**src/rtl/uart_load_ctrl_pkg.sv**
```systemverilog
// Shared codes for the UART program-reload controller: fetch-control codes,
// loader state encoding and default timing parameters.
package uart_load_ctrl_pkg;

  localparam int HAZD_CTL_WIDTH = 2;
  localparam logic [HAZD_CTL_WIDTH-1:0] HAZD_CTL_NORMAL = 2'b00;
  localparam logic [HAZD_CTL_WIDTH-1:0] HAZD_CTL_RETRY  = 2'b01;
  localparam logic [HAZD_CTL_WIDTH-1:0] HAZD_CTL_NO_OP  = 2'b10;

  localparam int LOAD_ST_WIDTH = 2;
  typedef enum logic [LOAD_ST_WIDTH-1:0] {
    LOAD_ST_RUN    = 2'd0,
    LOAD_ST_DRAIN  = 2'd1,
    LOAD_ST_LOAD   = 2'd2,
    LOAD_ST_RESUME = 2'd3
  } load_st_e;

  localparam int DEFAULT_ROM_DEPTH      = 14;
  localparam int DEFAULT_DRAIN_CYCLES   = 5;
  localparam int DEFAULT_TIMEOUT_CYCLES = 2**24;
  localparam int DEFAULT_CNT_WIDTH      = 25;

endpackage

```
**src/rtl/sync_edge.sv**
```systemverilog
// Two-flop synchronizer for a slow-domain level, with a registered
// rising-edge pulse one cycle after the synchronized level rises.
module sync_edge (
  input  logic clk,
  input  logic rst,
  input  logic din,
  output logic level,
  output logic rise
);

  logic sync_p0;
  logic sync_p1;
  logic level_d;

  always_ff @(posedge clk) begin
    if (rst) begin
      sync_p0 <= 1'b0;
      sync_p1 <= 1'b0;
      level_d <= 1'b0;
      rise    <= 1'b0;
    end else begin
      sync_p0 <= din;
      sync_p1 <= sync_p0;
      level_d <= sync_p1;
      rise    <= sync_p1 & ~level_d;
    end
  end

  assign level = sync_p1;

endmodule

```
**src/rtl/uart_load_ctrl.sv**
```systemverilog
// Sequences a run-time program reload over UART: freeze and drain fetch,
// hand the memories to the UART loader, count words, then restart at PC 0.
module uart_load_ctrl
  import uart_load_ctrl_pkg::*;
#(
  parameter int ROM_DEPTH      = DEFAULT_ROM_DEPTH,
  parameter int DRAIN_CYCLES   = DEFAULT_DRAIN_CYCLES,
  parameter int TIMEOUT_CYCLES = DEFAULT_TIMEOUT_CYCLES,
  parameter int CNT_WIDTH      = DEFAULT_CNT_WIDTH
) (
  input  logic                      clk,
  input  logic                      rst,
  input  logic                      load_req,
  input  logic                      uart_done,
  input  logic                      uart_write_enable,
  input  logic [ROM_DEPTH:0]        uart_addr,
  output logic [HAZD_CTL_WIDTH-1:0] hazard_control,
  output logic                      override,
  output logic                      uart_disable,
  output logic                      uart_rst_n,
  output logic                      pc_reset,
  output logic [ROM_DEPTH:0]        inst_words,
  output logic [ROM_DEPTH:0]        data_words,
  output logic                      load_error,
  output logic                      busy
);

  localparam int DRAIN_W = $clog2(DRAIN_CYCLES + 1);
  localparam logic [DRAIN_W-1:0]   DRAIN_LAST = DRAIN_W'(DRAIN_CYCLES - 1);
  localparam logic [CNT_WIDTH-1:0] TO_LAST    = CNT_WIDTH'(TIMEOUT_CYCLES - 1);

  function automatic logic [ROM_DEPTH:0] sat_inc(input logic [ROM_DEPTH:0] v);
    return (&v) ? v : v + 1'b1;
  endfunction

  load_st_e             state;
  load_st_e             state_nxt;
  logic                 load_req_d;
  logic                 load_rise;
  logic [DRAIN_W-1:0]   drain_cnt;
  logic [CNT_WIDTH-1:0] to_cnt;
  logic                 seen_write;
  logic                 timeout_hit;
  logic                 done_lvl;
  logic                 done_rise_unused;
  logic                 wen_level_unused;
  logic                 wen_rise;
  logic [ROM_DEPTH-1:0] addr_low_unused;

  assign addr_low_unused = uart_addr[ROM_DEPTH-1:0];

  sync_edge u_done_sync (
    .clk   (clk),
    .rst   (rst),
    .din   (uart_done),
    .level (done_lvl),
    .rise  (done_rise_unused)
  );

  sync_edge u_wen_sync (
    .clk   (clk),
    .rst   (rst),
    .din   (uart_write_enable),
    .level (wen_level_unused),
    .rise  (wen_rise)
  );

  assign load_rise   = load_req & ~load_req_d;
  // A write in the same cycle counts as activity, so it pre-empts the timeout.
  assign timeout_hit = seen_write && (to_cnt == TO_LAST) && !wen_rise;
  assign busy        = (state != LOAD_ST_RUN);

  always_ff @(posedge clk) begin
    if (rst) state <= LOAD_ST_RUN;
    else     state <= state_nxt;
  end

  always_comb begin
    state_nxt      = state;
    override       = 1'b0;
    hazard_control = HAZD_CTL_NORMAL;
    uart_disable   = 1'b1;
    uart_rst_n     = 1'b0;
    pc_reset       = 1'b0;
    case (state)
      LOAD_ST_RUN: begin
        if (load_rise) state_nxt = LOAD_ST_DRAIN;
      end
      LOAD_ST_DRAIN: begin
        override       = 1'b1;
        hazard_control = HAZD_CTL_NO_OP;
        if (drain_cnt == DRAIN_LAST) state_nxt = LOAD_ST_LOAD;
      end
      LOAD_ST_LOAD: begin
        override       = 1'b1;
        hazard_control = HAZD_CTL_RETRY;
        uart_disable   = 1'b0;
        uart_rst_n     = 1'b1;
        if (done_lvl || timeout_hit) state_nxt = LOAD_ST_RESUME;
      end
      LOAD_ST_RESUME: begin
        override       = 1'b1;
        hazard_control = HAZD_CTL_NO_OP;
        pc_reset       = 1'b1;
        state_nxt      = LOAD_ST_RUN;
      end
      default: state_nxt = LOAD_ST_RUN;
    endcase
  end

  always_ff @(posedge clk) begin
    if (rst) begin
      load_req_d <= 1'b0;
      drain_cnt  <= '0;
      to_cnt     <= '0;
      seen_write <= 1'b0;
      inst_words <= '0;
      data_words <= '0;
      load_error <= 1'b0;
    end else begin
      load_req_d <= load_req;
      case (state)
        LOAD_ST_RUN: begin
          drain_cnt <= '0;
          if (load_rise) begin
            to_cnt     <= '0;
            seen_write <= 1'b0;
            inst_words <= '0;
            data_words <= '0;
            load_error <= 1'b0;
          end
        end
        LOAD_ST_DRAIN: drain_cnt <= drain_cnt + 1'b1;
        LOAD_ST_LOAD: begin
          if (wen_rise) begin
            if (uart_addr[ROM_DEPTH]) data_words <= sat_inc(data_words);
            else                      inst_words <= sat_inc(inst_words);
            to_cnt     <= '0;
            seen_write <= 1'b1;
          end else if (seen_write) begin
            to_cnt <= to_cnt + 1'b1;
          end
          // A completion seen in the same cycle wins over the timeout.
          if (timeout_hit && !done_lvl) load_error <= 1'b1;
        end
        default: ;
      endcase
    end
  end

endmodule

```
**config.mk**
```make
export PLATFORM = sky130hd
export DESIGN_NAME = uart_load_ctrl
export DESIGN_NICKNAME = d
export VERILOG_FILES = /design/src/rtl/uart_load_ctrl_pkg.sv /design/src/rtl/sync_edge.sv /design/src/rtl/uart_load_ctrl.sv
export SDC_FILE = /design/constraint.sdc
export NUM_CORES = 1
export LEC_CHECK = 0
export ABC_AREA = 0
export CORE_MARGIN = 4
export CORE_UTILIZATION = 40
export DETAILED_ROUTE_END_ITERATION = 8
export PLACE_DENSITY_LB_ADDON = 0.12
export SLEW_MARGIN = 20
export SYNTH_ARGS = -nofsm -noshare
export SYNTH_HDL_FRONTEND = slang
export SYNTH_SLANG_ARGS = --single-unit
```
**constraint.sdc**
```tcl
create_clock -name clk -period 7.07 [get_ports clk]
set_clock_uncertainty 0.1 [all_clocks]
set_input_delay 1.414 -clock clk [delete_from_list [all_inputs] [get_ports clk]]
set_output_delay 1.414 -clock clk [all_outputs]
set_load 0.03 [all_outputs]
```
==> results.ini, run 1 <==
[timing]
setup_viol=0
fin_crit_sh_pct=51.0
max_freq_mhz=277
hold_violations=0
rsz0062_at_grt=no
tightest_slew_ps=836
slew_viol_final=0
tns_ps=0
fin_crit_ps=3600
timing.slew.headroom_pct=43.8

[route]
ant_nets=0
viasPerCell=5.23
firstDrtPassIters=4
drt-total-wl_um=7240
wl_per_cell_um=13.4
drtIter0Drc=126
drc=0
vias=2829

[cts]
numCtsBuffers=9
cts_setup_buffers=0
clk_pin_slew_worst_paths_ps=70
cts.repair.resized=0
holdBufCountCts=0
cts.sinks=69
cts.path.max_buffers=2
insertion_delay_ps=340
cts-root-buf=clkbuf_8
cts_tree=yes
htree_levels=3

[place]
port_buffers=43
placed_cells=525
place_area_um2=3870
place_congestion=0.755
detailed_place_hpwl_um=5160

[power_and_ir_drop]
power.leakage_nw=1.37
irDropWorstVdd_v=0.000287
power_density_nw_per_um2=249

[synthesis]
yosysSeqAreaShare_pct=41.1
synth_edf_count=0
yosysTopAreaCell=dfxtp_1
yosys.cell_types.count=51
synth_area_per_cell_um2=8.58
synthFlopType=dfxtp_1
ys_ff_latch=69
syn_area_um2=3360
synthTopCellsByArea=dfxtp_1 41%, nor2_1 5.6%, xnor2_1 4.9%
async_flop_share_pct=0
ys_warn_count=0
synth_top_cell_area_share_pct=41.1
syn-num-nets=422
synth_cells=392

[grt]
grt_max_degree=28
grt_pass1_vias=2550
gr-total-overflow=0
grt_pass1_wl_um=11900
grt_antenna_before_repair=0
track_usage_pct=14.7

[die]
die_w_um=99.7
coreArea_um2=8220
die_area_um2=9940
num_rows=33
initial_utilization_pct=40.9
die_h_um=99.7
ios=58

[critical_path]
cpPeakStageDelay_ps=630
crit_top_cell=inv_1
ff2ff_setup_slack_ps=4370
crit_path_end_kind=output port
cp_slowest_cell=clkdlybuf4s50_1
startpoint_type=register
critPathMaxFanout=15
crit_arrival_ps=2090
cp.required_ps=5560
crit_chain=inv_1 -> ha_1 -> inv_1 -> clkdlybuf4s50_1
path_class=reg2out

[status]
status=finished clean

[cells_and_area]
most-common-layout-cells=69 x dfxtp_1, 50 x nor2_1, 43 x clkdlybuf4s50_1, 22 x a21oi_1, 21 x nand2_1
finalNetCount=461
antenna_cells=0
regArea_um2=1380
drive_above_1_share_pct=6.19
final_common_cell=dfxtp_1
n_fill_cell=797
multiInputGateArea_um2=1880
area_delta_synth_final_pct=21.9
fin_cells=541
postLayoutCellArea_um2=4100

[min_path]
min_path_type=reg2reg

[run]
maxCapViolations=0

-- logic make-up (layout without fill, tap and decap cells) --
group | Yosys count | in the layout | synth area share [%]
and+or+nand+nor | 198 | 198 | 32.5
DFF | 69 | 69 | 41.1
AOI/OAI and AO/OA | 51 | 51 | 9.79
xor gates and xnor gates | 33 | 33 | 8.60
buffers and inverters | 28 | 72 | 3.35
adders and majority gates | 10 | 10 | 3.72
muxes | 3 | 3 | 0.930
-- flip-flops by register name, summed over array words and instances, names as in the netlist --
register             count
to_cnt                  25
data_words              15
inst_words              15
drain_cnt                3
state                    2
load_error               1
load_req_d               1
seen_write               1
u_done_sync.level        1
u_done_sync.sync_p0      1
u_wen_sync.level         1
u_wen_sync.level_d       1
u_wen_sync.rise          1
u_wen_sync.sync_p0       1
-- final cells by class --
type,count,area share [%]
clock buffers,12,3.79
clock inverters,4,1.71
inverters,12,1.10
multi-input cells,295,45.8
flip-flops and latches,69,33.7
well taps,105,3.21
repair buffers,44,10.7
-- final timing paths --
path | start | endpoint | cells after the start
max reg2reg | state[0]$_SDFFE_PP0P_ | to_cnt[23]$_SDFFE_PP0P_ | 7
min | u_wen_sync.level_d$_SDFF_PP0_ | u_wen_sync.rise$_SDFF_PP0_ | 1
min reg2reg | u_wen_sync.level_d$_SDFF_PP0_ | u_wen_sync.rise$_SDFF_PP0_ | 1
max | state[0]$_SDFFE_PP0P_ | uart_disable | 4
-- through the flow --
stage	worst slack, ps	hold WS [ps]	power (W)	util [%]
floorplan	4080	267	0.000598	-
global placement	3050	275	0.000663	47.0
detailed placement	3320	278	0.000664	47.1
CTS	3450	287	0.00103	49.8
global route	3320	314	0.00107	49.9
finish	3470	282	0.00102	49.9
-- worst max-delay path, delay by kind of cell (launching register included) --
| family | cells | cell delay (ps) |
|---|---|---|
| buffers and inverters | 3 | 940 |
| adders and majority gates | 1 | 490 |
| DFF | 1 | 340 |
-- power breakdown --
part / internal [W] / switching, W / total, W
clock: 0.000217 / 0.000148 / 0.000365
combinational: 0.0000825 / 0.000166 / 0.000249
sequential: 0.000398 / 0.00000769 / 0.000405
total: 0.000697 / 0.000322 / 0.00102
-- Yosys cell counts, drive strengths merged (6+ instances only) --
cell	count
dfxtp	69
nor2	50
a21oi	22
nand2	21
nand4	21
xnor2	19
nand3	18
nor3	14
xor2	14
clkbuf	12
inv	12
or3	12
o21ai	11
ha	10
nor2b	10
and3	9
and4	8
nor4	7
nand2b	6
nand3b	6
-- per-layer routing --
layer | part of all wire (%) | global-route usage, % | wire length, µm | vias up
met5 | 0 | 0 | 0 | -
met4 | 1.0 | 5.67 | 74 | 0
met3 | 2.9 | 2.95 | 212 | 7
met2 | 42 | 21.7 | 3060 | 46
met1 | 54 | 21.1 | 3900 | 1304
li1 | - | - | - | 1472
No activity file was read; power rests on OpenSTA's default activity.
==> run 2: changes to the inputs <==
==> constraint.sdc (replaced) <==
create_clock -name clk -period 3.4 [get_ports clk]
set_clock_uncertainty 0.1 [all_clocks]
set_input_delay 0.68 -clock clk [delete_from_list [all_inputs] [get_ports clk]]
set_output_delay 0.68 -clock clk [all_outputs]
set_load 0.03 [all_outputs]
==> results.ini, run 2 (synthesis gave the netlist of run 1 again) <==
[critical_path]
timing.rr.end=to_cnt[23]$_SDFFE_PP0P_
crit_path_end_kind=output port
critPathMaxFanout=15  ; unchanged
cp.required_ps=2620  ; -2940 ps
r2r-start=state[0]$_SDFFE_PP0P_
path_class=reg2out
reg2reg_depth=7  ; unchanged
crit_arrival_ps=2080  ; about the same
startpoint_type=register
ff2ff_setup_slack_ps=720  ; -3650 ps

[route]
drc=0  ; unchanged
vias=2882  ; +1.9%
drt-total-wl_um=7360  ; +1.6%
drtIter0Drc=104  ; -17%
wl_per_cell_um=13.5  ; +0.81%
viasPerCell=5.29  ; +1.1%
ant_nets=0  ; unchanged
firstDrtPassIters=4  ; unchanged

[power_and_ir_drop]
p_clk_share_pct=36.1  ; +0.3 points
combPwrFrac_pct=24.6  ; +0.2 points
switchingPower_w=0.000684  ; +110%
irDropWorstVdd_v=0.000561  ; +95%
seq_power_share_pct=39.3  ; -0.5 points
switching_share_pct=31.9  ; +0.28 points
p_int_w=0.00146  ; +110%
power_density_nw_per_um2=520  ; +110%
power.leakage_nw=1.39  ; +1.4%
finalPower_w=0.00214  ; +110%

[min_path]
min_path_cells=1  ; unchanged
min_path_type=reg2reg
hp-start=u_wen_sync.level_d$_SDFF_PP0_
min_to=u_wen_sync.rise$_SDFF_PP0_

[grt]
grt_use_met1_pct=21.0  ; -0.098 points
grt_util_met3_pct=3.93  ; +0.98 points
grt_max_degree=26  ; -7.1%
grt_pass1_wl_um=12400  ; +3.8%
track_usage_pct=15.2  ; +0.50 points
use_met2_pct=23.3  ; +1.6 points
busiest_layer=met2
grt_pass1_vias=2652  ; +4.0%
gr-total-overflow=0  ; unchanged
grt_antenna_before_repair=0  ; unchanged

[place]
port_buffers=43  ; unchanged
placed_cells=529  ; +0.76%
place_congestion=0.758  ; +0.46%
detailed_place_hpwl_um=5340  ; +3.4%

[die]
die_w_um=99.7  ; unchanged
die_area_um2=9940  ; unchanged
coreArea_um2=8220  ; unchanged
die_h_um=99.7  ; unchanged
initial_utilization_pct=40.9  ; unchanged
ios=58  ; unchanged
num_rows=33  ; unchanged

[cts]
cts-root-buf=clkbuf_8
htree_levels=3  ; unchanged
cts.repair.resized=0  ; unchanged
numCtsBuffers=9  ; unchanged
insertion_delay_ps=340  ; about the same
cts.path.max_buffers=2  ; unchanged
cts.sinks=69  ; unchanged
cts_tree=yes
clk_pin_slew_worst_paths_ps=80  ; about the same
cts_setup_buffers=0  ; unchanged
holdBufCountCts=0  ; unchanged

[cells_and_area]
utilization_pct=50.2  ; +0.33 points
fin_cells=545  ; +0.74%
final_common_cell=dfxtp_1
drive_above_1_share_pct=6.82  ; +0.63 points
largest_register_ffs=25  ; unchanged
area_delta_synth_final_pct=22.7
most-common-layout-cells=69 x dfxtp_1, 50 x nor2_1, 43 x clkdlybuf4s50_1, 22 x a21oi_1, 21 x nand2_1
antenna_cells=0  ; unchanged
top_regs=to_cnt: 25 flops, data_words: 15 flops, inst_words: 15 flops
finalNetCount=465  ; +0.87%
top_register=to_cnt

[timing]
hold_violations=0  ; unchanged
rsz0062_at_grt=no
slew_viol_final=0  ; unchanged
fin_crit_ps=2860
setup_viol=0  ; unchanged
timing.slew.headroom_pct=39.7  ; -4.1 points
fin_crit_sh_pct=84.1
tightest_slew_ps=898  ; +61.2 ps
tns_ps=0  ; unchanged
max_freq_mhz=350

[status]
status=finished clean

[run]
maxCapViolations=0  ; unchanged

## run 2: how the worst max path moves through the flow
stage                                      from  cells after the start                      end  slack [ps]
after floorplan           state[0]$_SDFFE_PP0P_                      9  to_cnt[23]$_SDFFE_PP0P_         920
after global placement                 load_req                      6  to_cnt[21]$_SDFFE_PP0P_         450
after detailed placement               load_req                      6  to_cnt[21]$_SDFFE_PP0P_         420
after CTS                 state[0]$_SDFFE_PP0P_                      4             uart_disable         500
after global routing      state[0]$_SDFFE_PP0P_                      4             uart_disable         340
final                     state[0]$_SDFFE_PP0P_                      4             uart_disable         540
## run 2: per-stage QoR
step	worst slack [ps]	hold WS [ps]	area, µm²
after floorplan	925	267	3360
after global placement	454	275	3890
after detailed placement	417	279	3890
after CTS	498	289	4130
after global routing	338	304	4130
final	541	286	4130
## run 2: layout make-up
| class | count | area, µm² |
|---|---|---|
| clock buffer | 11 | 151 |
| clock inverter | 5 | 81.3 |
| fill | 787 | 4090 |
| inverter | 12 | 45.0 |
| multi-input combinational | 295 | 1870 |
| sequential | 69 | 1380 |
| tap | 105 | 131 |
| timing repair buffer | 48 | 468 |
## run 2: critical path: stages (launching register included)
cell and delay, ps:
dfxtp_1 330, inv_1 120, ha_1 490, inv_1 170, clkdlybuf4s50_1 630
## run 2: power groups by stage
stage	sequential [W]	clock [W]	combinational, W
after floorplan	0.000858	0	0.000384
after global placement	0.000861	0	0.000524
after detailed placement	0.000863	0	0.000533
after CTS	0.000844	0.000792	0.000535
after global routing	0.000847	0.000828	0.000583
final	0.000843	0.000773	0.000528
## run 2: metal layers
metal | wire (µm) | part of all wire (%)
met5 | 0 | 0
met3 | 269 | 3.7
met1 | 3800 | 52
met4 | 53 | 0.72
met2 | 3240 | 44
==> run 3: changes to the inputs <==
==> constraint.sdc (replaced) <==
create_clock -name clk -period 2.4 [get_ports clk]
set_clock_uncertainty 0.1 [all_clocks]
set_input_delay 0.48 -clock clk [delete_from_list [all_inputs] [get_ports clk]]
set_output_delay 0.48 -clock clk [all_outputs]
set_load 0.03 [all_outputs]
==> results.ini, run 3 (synthesis gave the netlist of run 1 again) <==
[status]
status=finished clean

[place]
place_area_um2=4000  ; +2.7%
detailed_place_hpwl_um=5440  ; +1.9%
placed_cells=542  ; +2.5%
port_buffers=43  ; unchanged
place_congestion=0.729  ; -3.9%

[critical_path]
cp_slowest_cell=or4_1
crit_arrival_ps=2420  ; +340 ps
r2r-start=state[0]$_SDFFE_PP0P_
startpoint_type=register
cp.required_ps=2570  ; -50 ps
cpPeakStageDelay_ps=470  ; -160 ps
crit_path_end_kind=register
crit_family=simple AND/OR/NAND/NOR gates
crit_start=state[0]$_SDFFE_PP0P_
path_class=reg2reg
crit_chain=inv_1 -> ha_2 -> or3b_1 -> o2111ai_4 -> or3_4 -> or4_1 -> a21oi_1
critPathMaxFanout=8  ; -7
crit_buf_inv=1  ; -2

[power_and_ir_drop]
power_density_nw_per_um2=708  ; +36%
combPwrFrac_pct=26.9  ; +2.3 points
seq_power_share_pct=40.0  ; +0.7 points
p_int_w=0.00203  ; +39%
irDropWorstVdd_v=0.000587  ; +4.6%
switching_share_pct=32.3  ; +0.40 points
p_clk_share_pct=33.2  ; -2.9 points
switchingPower_w=0.000965  ; +41%
power.leakage_nw=1.46  ; +5.3%

[die]
die_w_um=99.7  ; unchanged
ios=58  ; unchanged
die_h_um=99.7  ; unchanged
coreArea_um2=8220  ; unchanged
num_rows=33  ; unchanged
initial_utilization_pct=40.9  ; unchanged
die_area_um2=9940  ; unchanged

[route]
drc=0  ; unchanged
ant_nets=0  ; unchanged
vias=2910  ; +0.97%
wl_per_cell_um=13.4  ; -0.98%
drt-total-wl_um=7460  ; +1.4%
firstDrtPassIters=4  ; unchanged
drtIter0Drc=114  ; +9.6%
viasPerCell=5.22  ; -1.4%

[cts]
holdBufCountCts=0  ; unchanged
cts-root-buf=clkbuf_8
htree_levels=3  ; unchanged
cts_tree=yes
cts.sinks=69  ; unchanged
clk_pin_slew_worst_paths_ps=70  ; about the same
numCtsBuffers=9  ; unchanged
cts.path.max_buffers=2  ; unchanged
insertion_delay_ps=340  ; about the same

[timing]
rsz0062_at_grt=yes
slew_viol_final=0  ; unchanged
tightest_slew_ps=497  ; -400 ps
fin_crit_ps=2260
max_freq_mhz=443
setup_viol=0  ; unchanged
timing.slew.headroom_pct=66.6  ; +27 points
fin_crit_sh_pct=94.0
hold_violations=0  ; unchanged

[cells_and_area]
postLayoutCellArea_um2=4230  ; +2.4%
antenna_cells=0  ; unchanged
finalNetCount=478  ; +2.8%
most-common-layout-cells=69 x dfxtp_1, 50 x nor2_1, 37 x clkdlybuf4s50_1, 22 x a21oi_1, 21 x nand2_1
utilization_pct=51.4  ; +1.2 points
drive_above_1_share_pct=11.3  ; +4.4 points
final_common_cell=dfxtp_1
area_delta_synth_final_pct=25.7
top_regs=to_cnt: 25 flops, data_words: 15 flops, inst_words: 15 flops
fin_cells=558  ; +2.4%
top_register=to_cnt
n_fill_cell=798  ; +1.4%
largest_register_ffs=25  ; unchanged

[grt]
grt_max_degree=27  ; +3.8%
grt_antenna_before_repair=0  ; unchanged
gr-total-overflow=0  ; unchanged
track_usage_pct=16.1  ; +0.87 points
grt_pass1_wl_um=13200  ; +6.5%
grt_pass1_vias=2809  ; +5.9%

[min_path]
min_path_type=reg2reg
hp-start=u_wen_sync.level_d$_SDFF_PP0_

[run]
maxCapViolations=0  ; unchanged

-- run 3: cell types whose count changed in the layout (fill, tap and decap cells not counted), moves of 2 or more --
cell / change
ha_2: +2
ha_1: -2
dlygate4sd2_1: +4
clkdlybuf4s50_1: -6
buf_4: +13
-- run 3: final timing paths --
kind	endpoint	slack, ps	cells past startpoint
setup reg to reg	to_cnt[21]$_SDFFE_PP0P_	140	7
hold reg to reg	u_wen_sync.rise$_SDFF_PP0_	290	1
setup / recovery	to_cnt[21]$_SDFFE_PP0P_	140	7
hold / removal	u_wen_sync.rise$_SDFF_PP0_	290	1
-- run 3: metal layers --
metal | vias to the layer above | global-route usage, % | share of wire (%)
li1 | 1513 | - | -
met1 | 1344 | 23.1 | 53
met2 | 49 | 24.0 | 44
met3 | 4 | 3.37 | 3.1
met4 | 0 | 5.15 | 0.71
met5 | - | 0 | 0
-- run 3: what timing repair did --
| item | in CTS | in global routing |
|---|---|---|
| pin swaps | 0 | 1 |
| resized for setup | 6 | 8 |
| buffers inserted | 0 | 0 |
| gates cloned | 0 | 0 |
| setup endpoints to repair | 5 | 8 |
-- run 3: area by class of cell --
cell class	instances	area [µm²]	share of cell area [%]
tap	105	131	3.11
timing repair buffer	61	558	13.2
inverter	12	48.8	1.15
clock inverter	3	42.5	1.01
clock buffer	13	169	4.00
sequential	69	1380	32.7
multi-input combinational	295	1900	44.8
-- run 3: power by group through the flow --
stage	clock, W	combinational, W	sequential, W
finish	0.000992	0.000804	0.00120
global route	0.00108	0.000893	0.00120
CTS	0.00103	0.000817	0.00120
detailed placement	0	0.000833	0.00122
global placement	0	0.000822	0.00122
floorplan	0	0.000557	0.00122
-- run 3: metrics by stage --
step / worst slack (ps) / power [W] / TNS [ps] / hold WS (ps)
floorplan: 40.4 / 0.00177 / 0 / 267
global placement: -132 / 0.00204 / -492 / 271
detailed placement: -146 / 0.00205 / -761 / 276
CTS: 24.4 / 0.00305 / 0 / 291
global route: -1.72 / 0.00317 / -2.30 / 296
finish: 144 / 0.00299 / 0 / 288
==> RTL change 1: new RTL, config.mk and constraints of run 3 <==
The package constant `DEFAULT_DRAIN_CYCLES` goes from 5 to 6.
--- a/src/rtl/uart_load_ctrl_pkg.sv
+++ b/src/rtl/uart_load_ctrl_pkg.sv
@@ -16,7 +16,7 @@
   } load_st_e;
 
   localparam int DEFAULT_ROM_DEPTH      = 14;
-  localparam int DEFAULT_DRAIN_CYCLES   = 5;
+  localparam int DEFAULT_DRAIN_CYCLES   = 6;
   localparam int DEFAULT_TIMEOUT_CYCLES = 2**24;
   localparam int DEFAULT_CNT_WIDTH      = 25;
 
Function: changed (Yosys sat finds a counterexample within 10 cycles, from zero or initial values and one cycle with rst high).
==> RTL change 1 against run 3 <==
Sequential cell count did not move; final cell count rose by 1.1%; design area rose by 0.65%; routed wire length rose by 2.7%; synthesized area rose by 1.6%; power fell by 2.7%; worst setup slack got worse by 17 ps; worst hold slack improved by 1.7 ps; critical path type is now flop to output port; critical endpoint is now uart_disable.
==> RTL change 1: results (changes against run 3) <==
metric	value	unit	change
status	finished, final reports clean		
place_inst	548		+1.1%
netlist.area_leader.share	0.405		-0.00632
post_drt_via_cell_ratio	5.28		+1.2%
crit_path_max_fanout	17		+9
pre_cts_ws	2.71	ps	+148 ps
irDropWorstVdd	0.297	mV	-49%
cts_max_level	3		unchanged
grt_pass1_vias	2724		-3.0%
postPlaceCellArea	4060	um^2	+1.6%
ys_types	54		+5.9%
drive_gt1_frac	0.0937		-0.0189
cpMaxStageDelayCell	dlygate4sd2_1		
yosys-top-cells-count	dfxtp_1 (69), nor2_1 (56), nand2_1 (25), nand4_1 (25), xor2_1 (23)		
post_drt_wl_per_cell	13.6	um	+1.6%
synthArstFlopShare	0		unchanged
grt_use_total	0.157		-0.00363
cp_slowest_stage_delay	410	ps	-60 ps
dr_total_vias	2977		+2.3%
tightest_slew	479	ps	-18.6 ps
ys_seq_area_frac	0.405		-0.00632
arrival	1690	ps	-730 ps
min_path_type	flop to flop		
synth_area_per_cell	8.58	um^2	about the same
nets	484		+1.3%
place_congestion	0.812		+11%
drtIter0Drc	102		-11%
power_leakage	1.51	nW	+3.1%
grt_pass1_wl	12900	um	-2.5%
power_switching	0.000972	W	+0.70%
antenna_found_initial	0		unchanged
dp_hpwl	5520	um	+1.5%
critPathTopFamily	buffers and inverters		
grt_max_degree	25		-7.4%
synthTopCellsByArea	dfxtp_1 (40%), nor2_1 (6.2%), xor2_1 (5.9%)		
dr.pass1.iters	5		+1
post_cts_buffers	0		unchanged
-- RTL change 1: power by group through the flow --
stage                     combinational (W)  sequential [W]  clock (W)
final                              0.000799         0.00119   0.000921
after floorplan                    0.000544         0.00122          0
after detailed placement           0.000835         0.00122          0
after CTS                          0.000813         0.00119   0.000950
after global placement             0.000826         0.00122          0
after global routing               0.000877         0.00119    0.00101
-- RTL change 1: layer usage --
layer	vias up	GRT usage	share of wire
met5	-	0	0
met4	0	0.0580	0.011
met3	7	0.0424	0.046
met2	59	0.232	0.45
met1	1385	0.219	0.50
li1	1526	-	-
-- RTL change 1: logic make-up (layout without fill, tap and decap cells) --
| group | after synthesis | count (layout) | share of synthesized area |
|---|---|---|---|
| AO/OA/AOI/OAI | 52 | 52 | 0.105 |
| multiplexers | 4 | 4 | 0.0121 |
| XOR/XNOR | 38 | 38 | 0.0975 |
| adder cells (fa/ha/maj) | 10 | 10 | 0.0366 |
| flip-flops | 69 | 69 | 0.405 |
| buffers and inverters | 29 | 90 | 0.0359 |
| AND/OR/NAND/NOR | 196 | 196 | 0.309 |
-- RTL change 1: final timing paths --
| path | from | to | slack [ps] | depth (start not counted) |
|---|---|---|---|---|
| worst min-delay path | u_wen_sync.level_d | u_wen_sync.rise | 290 | 1 |
| worst min register to register | u_wen_sync.level_d | u_wen_sync.rise | 290 | 1 |
| worst max register to register | state[0] | inst_words[7] | 190 | 8 |
| worst max-delay path | state[0] | uart_disable | 130 | 5 |
-- RTL change 1: repair_timing --
item / 4_1_cts / 5_1_grt
gates cloned: 0 / 0
setup endpoints to repair: 5 / 1
resized for setup: 5 / 1
-- RTL change 1: area by class of cell --
class	count	area (um^2)
multi-input cells	300	1910
repair buffers	61	587
flip-flops and latches	69	1380
inverters	13	48.8
clock inverters	4	30.0
fillers	854	4000
clock buffers	12	165
well taps	105	131
==> RTL change 2: new RTL, flow settings as in run 3 <==
Without the edit above. Reset style: asynchronous (`rst`), changed in 3 clocked blocks.
--- a/src/rtl/sync_edge.sv
+++ b/src/rtl/sync_edge.sv
@@ -12,7 +12,7 @@
   logic sync_p1;
   logic level_d;
 
-  always_ff @(posedge clk) begin
+  always_ff @(posedge clk or posedge rst) begin
     if (rst) begin
       sync_p0 <= 1'b0;
       sync_p1 <= 1'b0;
--- a/src/rtl/uart_load_ctrl.sv
+++ b/src/rtl/uart_load_ctrl.sv
@@ -70,7 +70,7 @@
   assign timeout_hit = seen_write && (to_cnt == TO_LAST) && !wen_rise;
   assign busy        = (state != LOAD_ST_RUN);
 
-  always_ff @(posedge clk) begin
+  always_ff @(posedge clk or posedge rst) begin
     if (rst) state <= LOAD_ST_RUN;
     else     state <= state_nxt;
   end
@@ -108,7 +108,7 @@
     endcase
   end
 
-  always_ff @(posedge clk) begin
+  always_ff @(posedge clk or posedge rst) begin
     if (rst) begin
       load_req_d <= 1'b0;
       drain_cnt  <= '0;
Formal check against the unedited RTL: differs if rst is asserted again (counterexample within 4 cycles, from zero or initial values and one cycle with rst high); with rst held inactive, the same outputs for 10 cycles.
==> RTL change 2 against run 3 <==
Design area up 8.8%; synthesized area grew 5.2%; power rose by 37%; routed wire length up 6.0%; largest power group is now combinational cells; worst setup slack worse by 35 ps; combinational power increased by 95%; final cell count shrank 2.3%; sequential cell count did not move.
==> RTL change 2: results (changes against run 3) <==
metric	value	unit	change
critPathTopFamily	buffers and inverters		
r2r_setup_slack	130	ps	
hold-worst-slack	255	ps	-32.8 ps
drive_gt1_frac	0.156		+0.0430
dp_hpwl	5430	um	about the same
drtIter0Drc	93		-18%
hold_end	u_wen_sync.level		
grt_max_degree	37		+37%
cpMaxStageDelayCell	dfrtp_1		
rr_endpoint	inst_words[13]		
cp_slowest_stage_delay	420	ps	-50 ps
power_leakage	1.98	nW	+35%
arrival	1710	ps	-710 ps
synth_nets	388		-8.1%
postPlaceCellArea	4320	um^2	+8.0%
synth_area_per_cell	9.88	um^2	+15%
grt_use_total	0.165		+0.00436
status	finished, final reports clean		
place_congestion	0.777		+6.7%
synthArstFlopShare	1.00		+1.00
irDropWorstVdd	0.614	mV	+4.6%
tightest_slew	384	ps	-114 ps
worstHoldStart	u_wen_sync.sync_p0		
synthTopCellsByArea	dfrtp_1 (49%), xor2_1 (5.7%), nor2_1 (5.5%)		
drt_wl_total	7900	um	+6.0%
hold_path_depth	0		-1
ys_types	47		-7.8%
fill_cells	823		+3.1%
r2r-start	state[0]		
pre_cts_ws	-143	ps	+2.18 ps
grt_pass1_wl	13600	um	+2.9%
ys_seq_area_frac	0.488		+0.0771
[RTL change 2: cell families after synthesis]
kind of cell               after synthesis  synth area share
AOI/OAI and AO/OA                       42            0.0789
buffers and inverters                   27            0.0301
DFF                                     69             0.488
muxes                                    7            0.0212
adders and majority gates               10            0.0354
and+or+nand+nor                        164             0.250
xor gates and xnor gates                39            0.0965
[RTL change 2: worst max-delay path by stage]
stage / start / endpoint / slack (ps)
6_report: state[0] / busy / 110
3_5_place_dp: uart_addr[14] / inst_words[13] / -140
4_1_cts: state[0] / busy / 70
2_1_floorplan: inst_words[0] / inst_words[0] / 50
5_1_grt: state[0] / inst_words[13] / -10
3_3_place_gp: uart_addr[14] / inst_words[11] / -130
[RTL change 2: timing repair]
item | 4_1_cts | 5_1_grt
pin swaps | 1 | 0
endpoints found under the hold margin | 0 | 0
setup buffers | 3 | 0
gates resized for setup | 6 | 5
setup endpoints to repair | 7 | 7
[RTL change 2: final cells by class]
type	count	area, um^2	share of cell area
well taps	108	135	0.0294
clock buffers	11	151	0.0329
repair buffers	76	708	0.154
clock inverters	5	82.6	0.0180
multi-input cells	262	1740	0.378
flip-flops and latches	69	1730	0.376
inverters	14	53.8	0.0117
[RTL change 2: layer usage]
metal	track usage	routed length, um	vias up
met5	0	0	-
met4	0.0696	133	0
met3	0.0416	281	10
met2	0.240	3600	46
met1	0.235	3890	1385
li1	-	-	1425
[RTL change 2: power by group]
group	internal (W)	leakage [nW]	total [W]	switching [W]
logic	0.000671	0.931	0.00157	0.000903
clock network	0.000644	0.120	0.00110	0.000455
registers	0.00128	0.929	0.00142	0.000138
